### src/rtl/fetch_issue_if.sv
// Bundles the fetch-line handshake and the decoder-facing outputs of the
// fetch issue unit. The master side is the unit; the slave side is the
// fetch path plus the decoder. The optional littleEndian_i line exists only
// when FETCH_LE_SWAP_EN is defined. All vectors use big-endian bit numbering.
//
// Handshake: a line moves from source to unit on a rising edge where
// lineValid_i && lineReady_o; the source holds the line stable until then.
// An instruction moves to the decoder on a rising edge where
// enable_o && !stall_i.
interface fetch_issue_if #(
  parameter int addressWidth            = 64,
  parameter int instructionWidth        = 32,
  parameter int instsPerLine            = 4,
  parameter int PidSize                 = 20,
  parameter int TidSize                 = 16,
  parameter int instructionCounterWidth = 64
);
  logic                                       lineValid_i;
  logic                                       lineReady_o;
  logic [0:instsPerLine*instructionWidth-1]   lineData_i;
  logic [0:addressWidth-1]                    lineAddress_i;
  logic                                       is64Bit_i;
  logic [0:PidSize-1]                         linePid_i;
  logic [0:TidSize-1]                         lineTid_i;
`ifdef FETCH_LE_SWAP_EN
  logic                                       littleEndian_i;
`endif
  logic                                       stall_i;
  logic                                       enable_o;
  logic [0:instructionWidth-1]                instruction_o;
  logic [0:addressWidth-1]                    instructionAddress_o;
  logic                                       is64Bit_o;
  logic [0:PidSize-1]                         instructionPid_o;
  logic [0:TidSize-1]                         instructionTid_o;
  logic [0:instructionCounterWidth-1]         instructionMajId_o;
  // Debug view of the unit's state (0 = EMPTY, 1 = ISSUING).
  logic                                       state_dbg;

  modport master (
    input  lineValid_i, lineData_i, lineAddress_i, is64Bit_i, linePid_i,
           lineTid_i, stall_i,
`ifdef FETCH_LE_SWAP_EN
    input  littleEndian_i,
`endif
    output lineReady_o, enable_o, instruction_o, instructionAddress_o,
           is64Bit_o, instructionPid_o, instructionTid_o, instructionMajId_o,
           state_dbg
  );

  modport slave (
    output lineValid_i, lineData_i, lineAddress_i, is64Bit_i, linePid_i,
           lineTid_i, stall_i,
`ifdef FETCH_LE_SWAP_EN
    output littleEndian_i,
`endif
    input  lineReady_o, enable_o, instruction_o, instructionAddress_o,
           is64Bit_o, instructionPid_o, instructionTid_o, instructionMajId_o,
           state_dbg
  );
endinterface

### src/rtl/fetch_issue_unit.sv
// Fetch issue unit: takes one aligned fetch line and hands its instructions
// to the decoder one per cycle, starting at the slot named by the line
// address, tagging each with its address and a running major ID.
// Optional feature macro: FETCH_LE_SWAP_EN (per-line byte-reversed issue).
module fetch_issue_unit #(
  parameter int addressWidth            = 64,
  parameter int instructionWidth        = 32,
  parameter int instsPerLine            = 4,
  parameter int PidSize                 = 20,
  parameter int TidSize                 = 16,
  parameter int instructionCounterWidth = 64
) (
  input  logic          clock_i,
  input  logic          reset_i,
  input  logic          flush_i,
  fetch_issue_if.master bus
);
  localparam int O = $clog2(instsPerLine);
  localparam logic [O-1:0] IDX_LAST = O'(instsPerLine - 1);

  typedef enum logic {EMPTY = 1'b0, ISSUING = 1'b1} state_t;

  state_t                             state_q, state_n;
  logic [O-1:0]                       idx_q, idx_n;
  logic [0:instructionCounterWidth-1] cnt_q, cnt_n;
  logic [0:instructionWidth-1]        slot_q [instsPerLine];
  logic [0:addressWidth-3-O]          base_q;
  logic                               is64_q;
  logic [0:PidSize-1]                 pid_q;
  logic [0:TidSize-1]                 tid_q;
`ifdef FETCH_LE_SWAP_EN
  logic                               le_q;
`endif

  logic         consume;
  logic         last;
  logic         line_ready;
  logic         load;
  logic [O-1:0] start_slot;
  // The two lowest address bits are byte offsets within a word and ignored.
  logic         unused_addr_bits;

  assign start_slot       = bus.lineAddress_i[addressWidth-2-O : addressWidth-3];
  assign unused_addr_bits = ^bus.lineAddress_i[addressWidth-2 : addressWidth-1];
  assign consume          = (state_q == ISSUING) && !bus.stall_i;
  assign last             = (idx_q == IDX_LAST);
  // Accepting on the last-slot consume lets back-to-back lines issue with no bubble.
  assign line_ready       = !flush_i && ((state_q == EMPTY) || (consume && last));
  assign load             = bus.lineValid_i && line_ready;

  // Next-state logic: flush beats load, load beats the last-slot EMPTY move.
  always_comb begin
    state_n = state_q;
    idx_n   = idx_q;
    cnt_n   = cnt_q;
    if (flush_i) begin
      state_n = EMPTY;
    end else begin
      if (consume) begin
        cnt_n = cnt_q + 1'b1;
        if (last) state_n = EMPTY;
        else      idx_n   = idx_q + 1'b1;
      end
      if (load) begin
        state_n = ISSUING;
        idx_n   = start_slot;
      end
    end
  end

  // State, slot index and major ID counter.
  always_ff @(posedge clock_i or negedge reset_i) begin
    if (!reset_i) begin
      state_q <= EMPTY;
      idx_q   <= '0;
      cnt_q   <= '0;
    end else begin
      state_q <= state_n;
      idx_q   <= idx_n;
      cnt_q   <= cnt_n;
    end
  end

  // Line buffer and context capture; kept when going EMPTY.
  always_ff @(posedge clock_i or negedge reset_i) begin
    if (!reset_i) begin
      for (int k = 0; k < instsPerLine; k++) slot_q[k] <= '0;
      base_q <= '0;
      is64_q <= 1'b0;
      pid_q  <= '0;
      tid_q  <= '0;
`ifdef FETCH_LE_SWAP_EN
      le_q   <= 1'b0;
`endif
    end else if (load) begin
      for (int k = 0; k < instsPerLine; k++)
        slot_q[k] <= bus.lineData_i[k*instructionWidth +: instructionWidth];
      base_q <= bus.lineAddress_i[0 : addressWidth-3-O];
      is64_q <= bus.is64Bit_i;
      pid_q  <= bus.linePid_i;
      tid_q  <= bus.lineTid_i;
`ifdef FETCH_LE_SWAP_EN
      le_q   <= bus.littleEndian_i;
`endif
    end
  end

  // Instruction select; byte reversal applies only to little-endian lines.
  always_comb begin
    bus.instruction_o = slot_q[idx_q];
`ifdef FETCH_LE_SWAP_EN
    if (le_q) begin
      for (int b = 0; b < instructionWidth/8; b++)
        bus.instruction_o[8*b +: 8] = slot_q[idx_q][instructionWidth-8-8*b +: 8];
    end
`endif
  end

  assign bus.lineReady_o          = line_ready;
  assign bus.enable_o             = (state_q == ISSUING);
  assign bus.instructionAddress_o = {base_q, idx_q, 2'b00};
  assign bus.is64Bit_o            = is64_q;
  assign bus.instructionPid_o     = pid_q;
  assign bus.instructionTid_o     = tid_q;
  assign bus.instructionMajId_o   = cnt_q;
  assign bus.state_dbg            = state_q;
endmodule

### src/flat_wrapper.sv
// flat-port wrapper written by rule: the top's interface ports become plain ports
module fetch_issue_unit_flat 
#(
  parameter int addressWidth            = 64,
  parameter int instructionWidth        = 32,
  parameter int instsPerLine            = 4,
  parameter int PidSize                 = 20,
  parameter int TidSize                 = 16,
  parameter int instructionCounterWidth = 64
)
  (clock_i, reset_i, flush_i, bus_lineValid_i, bus_lineData_i, bus_lineAddress_i, bus_is64Bit_i, bus_linePid_i, bus_lineTid_i, bus_stall_i, bus_lineReady_o, bus_enable_o, bus_instruction_o, bus_instructionAddress_o, bus_is64Bit_o, bus_instructionPid_o, bus_instructionTid_o, bus_instructionMajId_o, bus_state_dbg);
  fetch_issue_if #(.addressWidth(addressWidth), .instructionWidth(instructionWidth), .instsPerLine(instsPerLine), .PidSize(PidSize), .TidSize(TidSize), .instructionCounterWidth(instructionCounterWidth)) bus_i ();
  input  logic clock_i;
  input  logic reset_i;
  input  logic flush_i;
  input wire logic [$bits(bus_i.lineValid_i)-1:0] bus_lineValid_i;
  input wire logic [$bits(bus_i.lineData_i)-1:0] bus_lineData_i;
  input wire logic [$bits(bus_i.lineAddress_i)-1:0] bus_lineAddress_i;
  input wire logic [$bits(bus_i.is64Bit_i)-1:0] bus_is64Bit_i;
  input wire logic [$bits(bus_i.linePid_i)-1:0] bus_linePid_i;
  input wire logic [$bits(bus_i.lineTid_i)-1:0] bus_lineTid_i;
  input wire logic [$bits(bus_i.stall_i)-1:0] bus_stall_i;
  output wire logic [$bits(bus_i.lineReady_o)-1:0] bus_lineReady_o;
  output wire logic [$bits(bus_i.enable_o)-1:0] bus_enable_o;
  output wire logic [$bits(bus_i.instruction_o)-1:0] bus_instruction_o;
  output wire logic [$bits(bus_i.instructionAddress_o)-1:0] bus_instructionAddress_o;
  output wire logic [$bits(bus_i.is64Bit_o)-1:0] bus_is64Bit_o;
  output wire logic [$bits(bus_i.instructionPid_o)-1:0] bus_instructionPid_o;
  output wire logic [$bits(bus_i.instructionTid_o)-1:0] bus_instructionTid_o;
  output wire logic [$bits(bus_i.instructionMajId_o)-1:0] bus_instructionMajId_o;
  output wire logic [$bits(bus_i.state_dbg)-1:0] bus_state_dbg;
  assign bus_i.lineValid_i = bus_lineValid_i;
  assign bus_i.lineData_i = bus_lineData_i;
  assign bus_i.lineAddress_i = bus_lineAddress_i;
  assign bus_i.is64Bit_i = bus_is64Bit_i;
  assign bus_i.linePid_i = bus_linePid_i;
  assign bus_i.lineTid_i = bus_lineTid_i;
  assign bus_i.stall_i = bus_stall_i;
  assign bus_lineReady_o = bus_i.lineReady_o;
  assign bus_enable_o = bus_i.enable_o;
  assign bus_instruction_o = bus_i.instruction_o;
  assign bus_instructionAddress_o = bus_i.instructionAddress_o;
  assign bus_is64Bit_o = bus_i.is64Bit_o;
  assign bus_instructionPid_o = bus_i.instructionPid_o;
  assign bus_instructionTid_o = bus_i.instructionTid_o;
  assign bus_instructionMajId_o = bus_i.instructionMajId_o;
  assign bus_state_dbg = bus_i.state_dbg;
  fetch_issue_unit #(.addressWidth(addressWidth), .instructionWidth(instructionWidth), .instsPerLine(instsPerLine), .PidSize(PidSize), .TidSize(TidSize), .instructionCounterWidth(instructionCounterWidth)) u_core (.clock_i(clock_i), .reset_i(reset_i), .flush_i(flush_i), .bus(bus_i));
endmodule
### config.mk
export PLATFORM = sky130hd
export DESIGN_NAME = fetch_issue_unit_flat
export DESIGN_NICKNAME = d
export VERILOG_FILES = /design/src/rtl/fetch_issue_if.sv /design/src/rtl/fetch_issue_unit.sv /design/src/flat_wrapper.sv
export SDC_FILE = /design/constraint.sdc
export NUM_CORES = 1
export LEC_CHECK = 0
export BUFFER_PORTS_ARGS = -buffer_cell sky130_fd_sc_hd__buf_2
export CAP_MARGIN = 40
export CELL_PAD_IN_SITES_DETAIL_PLACEMENT = 0
export CELL_PAD_IN_SITES_GLOBAL_PLACEMENT = 2
export CORE_MARGIN = 2
export CORE_UTILIZATION = 33
export DETAILED_ROUTE_END_ITERATION = 8
export PLACE_DENSITY_LB_ADDON = 0.1
export RECOVER_POWER = 25
export SLEW_MARGIN = 20
export SYNTH_ARGS = -nofsm -noshare
export SYNTH_HDL_FRONTEND = slang
export SYNTH_SLANG_ARGS = --single-unit
export TNS_END_PERCENT = 10
### constraint.sdc
create_clock -name clock_i -period 2.95 [get_ports clock_i]
set_input_delay 0.59 -clock clock_i [delete_from_list [all_inputs] [get_ports clock_i]]
set_output_delay 0.59 -clock clock_i [all_outputs]
set_load 0.05 [all_outputs]
After elaboration in Yosys (flattened, before gate mapping). Index checks and enable logic that the tools add are counted.

Register bits: 292. Input port bits: 234. Word-level logic and storage cells: 42.

$add $sub $neg: 2. $lt $le $gt $ge: 1. Equality and inequality tests: 2. Mux-type cells: 10. Bitwise logic cells: 3. Reduce and logical (&&, ||, !) cells: 13.

Operators by type and width (count): adder 64 x 1 -> 64 bit (second input constant) (1); binary-select mux 32 bit (select 2 bit) (1); two-way mux 32 bit (2); two-way mux 2 bit (3); nonzero test 3 bit (2); logical AND 1 bit (4); two-way mux 1 bit (4); AND reduction 2 bit (2); >= comparator 3 bit (second input constant) (1); NOT 2 -> 3 bit (1); AND reduction 3 bit (1); adder 2 x 1 -> 2 bit (second input constant) (1); equality test 2 bit (second input constant) (1); logical NOT 1 bit (2); inequality test 2 bit (second input constant) (1); NOT 1 bit (2); nonzero test 2 bit (1); logical OR 1 bit (1).

Logic depth before layout (Yosys ltp). Gate-level depths: netlist of run 1.

Word-level depth: 8. Gate-level depth with buffers: 9. Gate-level depth less buffers: 6.

Worst setup path after synthesis of run 1. No wires, ideal clock.

Path kind: reg-to-reg. Start: register u_core.idx_q[1]. End: register u_core.base_q[14] (netlist name). Setup time: 0.125 ns. Data arrival time: 3.097 ns. Data required time: 2.825 ns. Path slack: -0.271 ns. Cell stages (with the launch flop): 9. Clock period less this slack: 3.221 ns. Cells stage by stage: dfrtp_1 ha_1 nand2b_1 a21oi_1 and2_1 clkbuf_1 clkbuf_1 clkbuf_1 mux2_2.

Word-level cells in the longest chain between the ends: 5.

RTL lines: start, declared (RTL line fetch_issue_unit.sv:24) `logic [O-1:0] idx_q, idx_n;`; start signal, assigned (RTL line fetch_issue_unit.sv:79) `idx_q <= idx_n;`; equality test 2 bit (RTL line fetch_issue_unit.sv:46) `assign last = (idx_q == IDX_LAST);`; logical AND 1 bit (RTL line fetch_issue_unit.sv:48) `assign line_ready = !flush_i && ((state_q == EMPTY) || (consume && last));`; logical OR 1 bit (RTL line fetch_issue_unit.sv:48); logical AND 1 bit (RTL line fetch_issue_unit.sv:48); via bus_lineReady_o (RTL line flat_wrapper.sv:23) `output wire logic [$bits(bus_i.lineReady_o)-1:0] bus_lineReady_o;`; logical AND 1 bit (RTL line fetch_issue_unit.sv:49) `assign load = bus.lineValid_i && line_ready;`; end signal, assigned (RTL line fetch_issue_unit.sv:98) `base_q <= bus.lineAddress_i[0 : addressWidth-3-O];`; end, declared (RTL line fetch_issue_unit.sv:27) `logic [0:addressWidth-3-O] base_q;`.

The timed path passes the listed nets, and every way through them passes these cells. A chain may end at the register's enable or synchronous reset.

Worst setup path after layout of run 1.
Start: register u_core.idx_q[1]. End: output bus_instruction_o[18].

Word-level cells in the longest chain between the ends: 4.

RTL lines: NOT 2 -> 3 bit (not written as such) (RTL line fetch_issue_unit.sv:110) `bus.instruction_o = slot_q[idx_q];`; binary-select mux 32 bit (select 2 bit) (RTL line fetch_issue_unit.sv:110); two-way mux 32 bit (not written as such) (2 in series) (RTL line fetch_issue_unit.sv:110); end, declared (RTL line flat_wrapper.sv:25) `output wire logic [$bits(bus_i.instruction_o)-1:0] bus_instruction_o;`.

No other way between the ends. The select of a mux whose other input is x is not followed.

==> run metrics, run 1 <==
status finished, violations left; failing checks capacitance limit, slew limit; Post-Route Skew 16.8 ps; Die ar. 38,400 um^2; RePlAce Congestion 0.746; die height 196 um; top cells by area, synth dfrtp_1, mux2_2, mux4_2, xor2_1, xnor2_1; top layer in use met5; DR pass1 iterations 4; Critical Path End Type primary output; Ys Warns 0; vias in the first global route 8,690; Worst Setup Start Kind register; TritonCTS clock tree yes; wire length on met3 3.29 mm; PortBufs 429; largest net degree at the start of global routing 89; number of max-cap violations 1; TritonCTS Buffers 36; Final Setup Violations 0; Synth Area per Inst 14.9 um^2; top cell type's share of synthesized area 60.0%; CTS Hold Bufs 1; GRT Total Usage 17.3%; Leak 7.66 nW; area leader, netlist dfrtp_1; final WL 33.2 mm; P per Cell Area 865 nW/um^2; Max rail drop VDD 600 uV; Resize count post-CTS 0; Worst Path Max Fanout 34; # IOs 434; area post-placement 15,000 um^2; count of cell types in the netlist 35; Layout area overhead 32.7%; top_reg_cell synth dfrtp_1; initial antenna violation count 22; DR vias/cell 4.68; width of the die 196 um; layout cells sized above 1 59.6%; critical setup path kind reg2out; worst skew pair latency 520 ps; RSZ-0062 raised after global routing false; Post-synth EDFFs 0; endpoints failing hold 0; initial core utilization 33.4%; DRC 0; Rows 70; Final Max Tran Viols 49; Max clock buf depth 3; drt wl/cell 18.8 um; Design Area, Final 16,200 um^2; post-synthesis cell area 12,200 um^2; post-DP HPWL 23.8 mm; WP data required 2360 ps; Worst slew margin -0.220%; postcts setup bufs 0; minimum clock period 2640 ps; Async SR Flop Fraction 100%; core area 36,400 um^2; crit share post-route 89.6%; #FFs+latches synth 292; top-count cell post-synth dfrtp_1; part of the Yosys area used for sequential elements 60.0%; H-tree depth 2; maximum clock frequency 0.378 GHz; TritonCTS sink count 292; GRT overflow 0; min-delay worst type in2reg; first-pass GRT wire length 51.5 mm; met2 routed WL 15.7 mm; Final ANT Viol Nets 0; clock-pin transition on the worst setup and hold timing paths 60 ps; Vias 8,275; Commonest cells post-synth dfrtp_1, mux2_2, xor2_1, mux4_2; worst-margin pin slew 1500 ps; CTS Root Cell clkbuf_16; Arr. time, crit path 2050 ps; Layout Nets 1,497; DRT iter0 DRCs 242; setup TNS 0 ps; met1 WL 13.3 mm; Post-Syn Instances 816
worst paths after layout:
path	slack (ps)	end	depth (start not counted)	start
min in group asynchronous	970	u_core.bus.instructionMajId_o[44]	2	reset_i
setup reg to reg	660	u_core.bus.instructionMajId_o[14]	5	u_core.bus.instructionMajId_o[38]
hold reg to reg	480	u_core.bus.instructionMajId_o[0]	1	u_core.bus.instructionMajId_o[0]
max in group asynchronous	760	u_core.base_q[38]	3	reset_i
hold / removal	280	u_core.bus.enable_o	2	flush_i
setup / recovery	310	bus_instruction_o[18]	3	u_core.idx_q[1]
layout by cell type (no fill, tap or decap), types with 3 or more instances in the layout:
cell / count
nor3_1: 19
nor4_1: 17
nand3_1: 20
mux2_2: 225
mux4_2: 32
clkinv_2: 3
dfrtp_1: 290
nand2_1: 28
nor2_1: 19
nand4_1: 15
and3_1: 5
xnor2_1: 26
clkbuf_1: 11
buf_2: 428
buf_4: 13
buf_12: 7
diode_2: 13
clkbuf_16: 37
and4_1: 3
clkbuf_8: 9
inv_1: 11
xor2_1: 38
flip-flops by register name (all words and copies together), names as in the netlist:
signal	cells
u_core.base_q	60
u_core.bus.enable_o	1
u_core.bus.instructionMajId_o	64
u_core.bus.instructionPid_o	20
u_core.bus.instructionTid_o	16
u_core.bus.is64Bit_o	1
u_core.idx_q	2
u_core.slot_q	128
critical path, cell delays in order (launching register included):
cell     delay (ps)
dfrtp_2         350
buf_4           510
mux4_2          420
buf_2           230
through the flow:
step / setup WS, ps / std cells / utilization (%) / total power (W) / hold slack [ps]
6_report: 307 / 1767 / 44.3 / 0.0140 / 280
5_1_grt: 226 / 1763 / 44.3 / 0.0147 / 267
4_1_cts: 246 / 1754 / 44.3 / 0.0142 / 249
3_5_place_dp: 367 / 1690 / 41.1 / 0.00981 / 477
3_3_place_gp: 380 / 1690 / 41.1 / 0.00977 / 480
2_1_floorplan: 55.3 / 817 / - / 0.00855 / 294
cells by family (layout without fill, tap and decap cells):
family,count (synthesis),count (layout),synth area share [%]
adder cells (fa/ha/maj),2,2,0.206
buffers and inverters,55,524,1.94
XOR/XNOR,64,64,4.60
AND/OR/NAND/NOR,140,140,6.21
other,1,15,0.0308
AO/OA/AOI/OAI,4,4,0.164
multiplexers,258,258,26.8
flip-flops,292,292,60.0
where the power goes:
part	internal, W	leakage (nW)	switching, W
Sequential	0.00473	3.52	0.000363
Combinational	0.00150	3.57	0.00307
Clock	0.00262	0.569	0.00170
layout make-up:
| class | instances | area, um^2 |
|---|---|---|
| Sequential cell | 292 | 7310 |
| Fill cell | 3453 | 20300 |
| Antenna cell | 13 | 32.5 |
| Clock buffer | 57 | 1090 |
| Tap cell | 468 | 586 |
| Inverter | 11 | 41.3 |
| Multi-Input combinational cell | 470 | 4640 |
| Clock inverter | 6 | 62.6 |
| Timing Repair Buffer | 450 | 2390 |
metal layers:
metal | GRT usage, % | vias to the layer above
li1 | - | 3835
met1 | 21.1 | 4074
met2 | 27.3 | 273
met3 | 7.68 | 73
met4 | 5.84 | 20
met5 | 0 | -
Note: power is estimated with default switching activity, not from simulation.
==> run 2: changes to the inputs <==
--- a/config.mk
+++ b/config.mk
@@ -14,7 +14,7 @@
 export DETAILED_ROUTE_END_ITERATION = 8
 export PLACE_DENSITY_LB_ADDON = 0.1
 export RECOVER_POWER = 25
-export SLEW_MARGIN = 20
+export REMOVE_ABC_BUFFERS = 1
 export SYNTH_ARGS = -nofsm -noshare
 export SYNTH_HDL_FRONTEND = slang
 export SYNTH_SLANG_ARGS = --single-unit
==> run 2 against run 1 <==
Compared with the run above:
- the run still ends with capacitance limit, slew limit left
- sequential power about the same
- sequential share of layout area up 0.17 points
- first-iteration DRC count up 18%
==> run metrics, run 2 (synthesis results as in run 1) <==
Vias 8,320 (+0.54%); Worst R2R Path Depth 5 (unchanged); CTS Root Cell clkbuf_16; initial core utilization 33.4% (unchanged); # IOs 434 (unchanged); kind of cell adding the most delay to the critical path multiplexers; vias in the first global route 8,837 (+1.7%); core area 36,400 um^2 (unchanged); initial antenna violation count 6 (-73%); Max rail drop VDD 410 uV (-32%); Largest register FFs 128 (unchanged); Rows 70 (unchanged); minimum clock period 2590 ps (-54.2 ps); Final ANT Viol Nets 0 (unchanged); Worst Path Buf+Inv 2 (unchanged); GRT overflow 0 (unchanged); die height 196 um (unchanged); PortBufs 429 (unchanged); most frequent cells in the layout buf_2, dfrtp_1, mux2_2; largest reg by FF count u_core.slot_q; number of max-cap violations 1 (unchanged); Worst path slowest cell mux4_2; width of the die 196 um (unchanged); Die ar. 38,400 um^2 (unchanged); Final Max Tran Viols 67 (+37%); H-tree depth 2 (unchanged); Leak 7.66 nW (about the same); Combinational Power Share 33.3% (+0.6 points); worst-margin pin slew 2020 ps (+520 ps); status finished, violations left; endpoints failing hold 0 (unchanged); GR Layer Usage met3 4.50% (-3.2 points); post-DP HPWL 24.7 mm (+3.7%); met2 usage 29.3% (+2.0 points); commonest non-fill, non-tap cell in the layout buf_2; final WL 34.0 mm (+2.6%); switching share of power 36.8% (about the same); Layout Utilization 44.2% (-0.16 points); cells along the critical path buf_12 > mux4_2 > buf_2; TritonCTS Buffers 35 (-2.8%); RSZ-0062 raised after global routing false; Post-Route Skew 9.53 ps (-7.27 ps); setup TNS 0 ps (unchanged); max incr delay on CP 560 ps (+50 ps); Design Area, Final 16,100 um^2 (-0.36%); Arr. time, crit path 2000 ps (-50 ps); largest net degree at the start of global routing 71 (-20%); Resize count post-CTS 0 (unchanged); layout cells sized above 1 59.7% (about the same); RePlAce Congestion 0.760 (+1.8%); failing checks capacitance limit, slew limit; Reg power frac 36.9% (+0.5 points); TritonCTS sink count 292 (unchanged); GRT Total Usage 17.6% (+0.36 points); CTS Hold Bufs 0 (-1); TritonCTS clock tree yes; crit share post-route 87.7% (-1.8 points); GR peak layer met2; DRT iter0 DRCs 286 (+18%); Max clock buf depth 3 (unchanged); Int Pwr 0.00871 W (-1.5%); clock-pin transition on the worst setup and hold timing paths 50 ps (about the same); Critical Path End Type primary output; min-delay worst type in2reg; first-pass GRT wire length 52.7 mm (+2.3%); Final Setup Violations 0 (unchanged); power share of the clock group 29.8% (-1.1 points); Worst Path Max Fanout 34 (unchanged); area post-placement 15,000 um^2 (+0.31%); Worst Setup Start Kind register; cell depth of the worst setup path 3 (unchanged); DR pass1 iterations 4 (unchanged); Layout area overhead 32.2%; WP data required 2360 ps (about the same); drt wl/cell 19.4 um (+3.2%); maximum clock frequency 0.386 GHz (+2.1%); critical setup path kind reg2out; fillcell total 3,485 (+0.93%); sw power 0.00506 W (-1.4%); P per Cell Area 856 nW/um^2 (-1.1%); GR Util met1 23.0% (+1.9 points); postcts setup bufs 0 (unchanged); DRC 0 (unchanged); Worst slew margin -34.9% (-35 points); Layout Nets 1,500 (+0.20%); worst skew pair latency 500 ps (-20 ps); DR vias/cell 4.74 (+1.2%); Hold Crit Depth 2 (unchanged)
## run 2: cell types whose count changed in the layout (fill, tap and decap cells not counted)
cell / delta
a21oi_1: +1
a21oi_2: -1
buf_12: +1
buf_4: +2
bufinv_16: -1
clkbuf_1: -1
clkbuf_2: +1
clkbuf_8: -1
clkinv_2: +1
diode_2: -10
dlygate4sd3_1: -1
inv_6: -2
## run 2: through the flow
| stage | hold slack [ps] | instances | power, W | setup WS [ps] |
|---|---|---|---|---|
| after global routing | 278 | 1756 | 0.0144 | 233 |
| after floorplan | 294 | 773 | 0.00860 | -6160 |
| after CTS | 90.9 | 1753 | 0.0140 | 300 |
| final | 297 | 1756 | 0.0138 | 362 |
| after detailed placement | 460 | 1695 | 0.00982 | 347 |
| after global placement | 469 | 1695 | 0.00976 | 385 |
## run 2: final timing paths
path | start | endpoint | slack (ps)
max reg2reg | u_core.bus.enable_o | u_core.bus.instructionMajId_o[13] | 670
max in group asynchronous | reset_i | u_core.bus.instructionPid_o[17] | 710
min in group asynchronous | reset_i | u_core.bus.instructionTid_o[6] | 680
max | u_core.idx_q[0] | bus_instruction_o[19] | 360
min | flush_i | u_core.bus.enable_o | 300
min reg2reg | u_core.bus.instructionMajId_o[0] | u_core.bus.instructionMajId_o[0] | 470
## run 2: area by class of cell
type                       count  area, um^2  area share (%)
inverter                      11        41.3           0.256
multi-input combinational    470        4640            28.8
clock inverter                 4        20.0           0.124
timing repair buffer         454        2430            15.1
sequential                   292        7310            45.4
clock buffer                  54        1070            6.65
antenna                        3        7.51          0.0466
tap                          468         586            3.64
## run 2: metal layers
layer / wire length, um / share of wire [%] / vias up
li1: - / - / 3826
met4: 600 / 1.8 / 6
met5: 48 / 0.14 / -
met3: 2040 / 6.0 / 49
met2: 16600 / 49 / 239
met1: 14800 / 43 / 4200
## run 2: power groups by stage
stage / Clock (W) / Sequential (W) / Combinational, W
after floorplan: 0 / 0.00637 / 0.00223
after global placement: 0 / 0.00514 / 0.00462
after detailed placement: 0 / 0.00516 / 0.00465
after CTS: 0.00426 / 0.00510 / 0.00466
after global routing: 0.00442 / 0.00520 / 0.00480
final: 0.00410 / 0.00509 / 0.00458
==> run 3: changes to the inputs <==
--- a/config.mk
+++ b/config.mk
@@ -12,6 +12,7 @@
 export CORE_MARGIN = 2
 export CORE_UTILIZATION = 33
 export DETAILED_ROUTE_END_ITERATION = 8
+export MAX_ROUTING_LAYER = met4
 export PLACE_DENSITY_LB_ADDON = 0.1
 export RECOVER_POWER = 25
 export REMOVE_ABC_BUFFERS = 1
==> run 3 against run 2 <==
Compared with the run above:
- the flow still finishes with violations (capacitance limit, slew limit)
- core utilization about the same
- maximum frequency about the same
- cell count up 0.23%
- worst setup slack worse by 0.88 ps
- clock-buffer cell count unchanged
- sequential power about the same
- register-to-register slack about the same
- cell area about the same
- global-route usage up 0.56 points
- power about the same
==> run metrics, run 3 (synthesis results as in run 1) <==
final WL 34.0 mm (about the same); Post-Route Skew 9.37 ps (-0.158 ps); switching share of power 36.8% (+0.039 points); PortBufs 429 (unchanged); Reg power frac 36.9% (about the same); CTS Hold Bufs 0 (unchanged); Layout Nets 1,500 (unchanged); WP data required 2360 ps (about the same); vias in the first global route 8,842 (+0.057%); layout cells sized above 1 59.7% (unchanged); minimum clock period 2590 ps (+0.879 ps); first-pass GRT wire length 52.6 mm (-0.12%); Hold WS 298 ps (+1.15 ps); Power Total 0.0138 W (about the same); drt wl/cell 19.3 um (-0.28%); GRT overflow 0 (unchanged); TritonCTS clock tree yes; TritonCTS Buffers 35 (unchanged); DR vias/cell 4.73 (-0.12%); DRT iter0 DRCs 310 (+8.4%); DRC 0 (unchanged); TritonCTS sink count 292 (unchanged); Worst Path Buf+Inv 2 (unchanged); postcts setup bufs 0 (unchanged); commonest non-fill, non-tap cell in the layout buf_2; Largest register FFs 128 (unchanged); RePlAce Congestion 0.770 (+1.3%); Worst Setup Start Kind register; CTS Root Cell clkbuf_16; min-delay worst type in2reg; sw power 0.00507 W (+0.17%); largest reg by FF count u_core.slot_q; RSZ-0062 raised after global routing false; number of max-cap violations 1 (unchanged); Final Max Tran Viols 67 (unchanged); Worst slew margin -36.6% (-1.7 points); P per Cell Area 856 nW/um^2 (about the same); setup TNS 0 ps (unchanged); worst-margin pin slew 2050 ps (+26.0 ps); Layout area overhead 32.3% (about the same); max incr delay on CP 570 ps (about the same); maximum clock frequency 0.386 GHz (about the same); power share of the clock group 29.8% (about the same); die height 196 um (unchanged); core area 36,400 um^2 (unchanged); Resize count post-CTS 0 (unchanged); endpoints failing hold 0 (unchanged); status finished, violations left; GRT Total Usage 18.2% (+0.56 points); Combinational Power Share 33.3% (about the same); Vias 8,329 (+0.11%); Int Pwr 0.00871 W (about the same); width of the die 196 um (unchanged); Worst path slowest cell mux4_2; cells along the critical path buf_12 > mux4_2 > buf_2; Max rail drop VDD 415 uV (+1.2%); Layout Utilization 44.2% (about the same); DR pass1 iterations 4 (unchanged); # IOs 434 (unchanged); Worst Path Max Fanout 34 (unchanged); crit share post-route 87.8% (about the same); Critical Path End Type primary output; failing checks capacitance limit, slew limit; H-tree depth 2 (unchanged); worst skew pair latency 490 ps (about the same); initial antenna violation count 6 (unchanged); kind of cell adding the most delay to the critical path multiplexers; critical setup path kind reg2out; Die ar. 38,400 um^2 (unchanged); Arr. time, crit path 2000 ps (about the same); Final ANT Viol Nets 0 (unchanged); post-DP HPWL 24.7 mm (unchanged); most frequent cells in the layout buf_2, dfrtp_1, mux2_2; Rows 70 (unchanged); Final Setup Violations 0 (unchanged); Leak 7.66 nW (about the same); Max clock buf depth 3 (unchanged); largest net degree at the start of global routing 71 (unchanged); initial core utilization 33.4% (unchanged); clock-pin transition on the worst setup and hold timing paths 50 ps (about the same)
[run 3: changes by cell type in the layout (fill, tap and decap cells not counted)]
cell,change
diode_2,+4
[run 3: path summary, 6_finish.rpt]
check                                                      start                                 to  slack (ps)  cells after the start
worst max-delay path                             u_core.idx_q[0]              bus_instruction_o[19]         360                      3
worst min-delay path                                     flush_i                u_core.bus.enable_o         300                      2
worst max register to register               u_core.bus.enable_o  u_core.bus.instructionMajId_o[13]         660                      5
worst min register to register  u_core.bus.instructionMajId_o[0]   u_core.bus.instructionMajId_o[0]         470                      1
max in group asynchronous                                reset_i    u_core.bus.instructionPid_o[17]         690                      2
min in group asynchronous                                reset_i     u_core.bus.instructionTid_o[6]         690                      1
[run 3: routing by layer]
layer,GRT usage (%),vias to the layer above,wire length [um]
li1,-,3830,-
met1,23.4,4222,14800
met2,29.1,236,16600
met3,4.33,41,2030
met4,4.66,0,578
met5,-,-,0
[run 3: power by group through the flow]
stage	combinational [W]	sequential, W	clock (W)
after global routing	0.00480	0.00520	0.00442
after CTS	0.00466	0.00510	0.00426
after floorplan	0.00223	0.00637	0
after global placement	0.00462	0.00514	0
final	0.00459	0.00509	0.00411
after detailed placement	0.00465	0.00516	0
[run 3: area by class of cell]
type                    instances  area [um^2]
diodes                          7         17.5
clock buffers                  54         1070
clock inverters                 4         20.0
fillers                      3485        20300
inverters                      11         41.3
multi-input cells             470         4640
flip-flops and latches        292         7310
well taps                     468          586
repair buffers                454         2430
[run 3: metrics by stage]
step,setup slack [ps],instance area (um^2),cells
after global placement,385,15000,1695
after CTS,300,16100,1753
after floorplan,-6160,12000,773
after global routing,223,16100,1759
final,361,16100,1760
after detailed placement,347,15000,1695
[run 3: worst reg2reg max path, delay by kind of cell (launching register included)]
family / cells / cell delay [ps]
and+or+nand+nor: 4 / 1620
xor gates and xnor gates: 1 / 160
DFF: 1 / 440
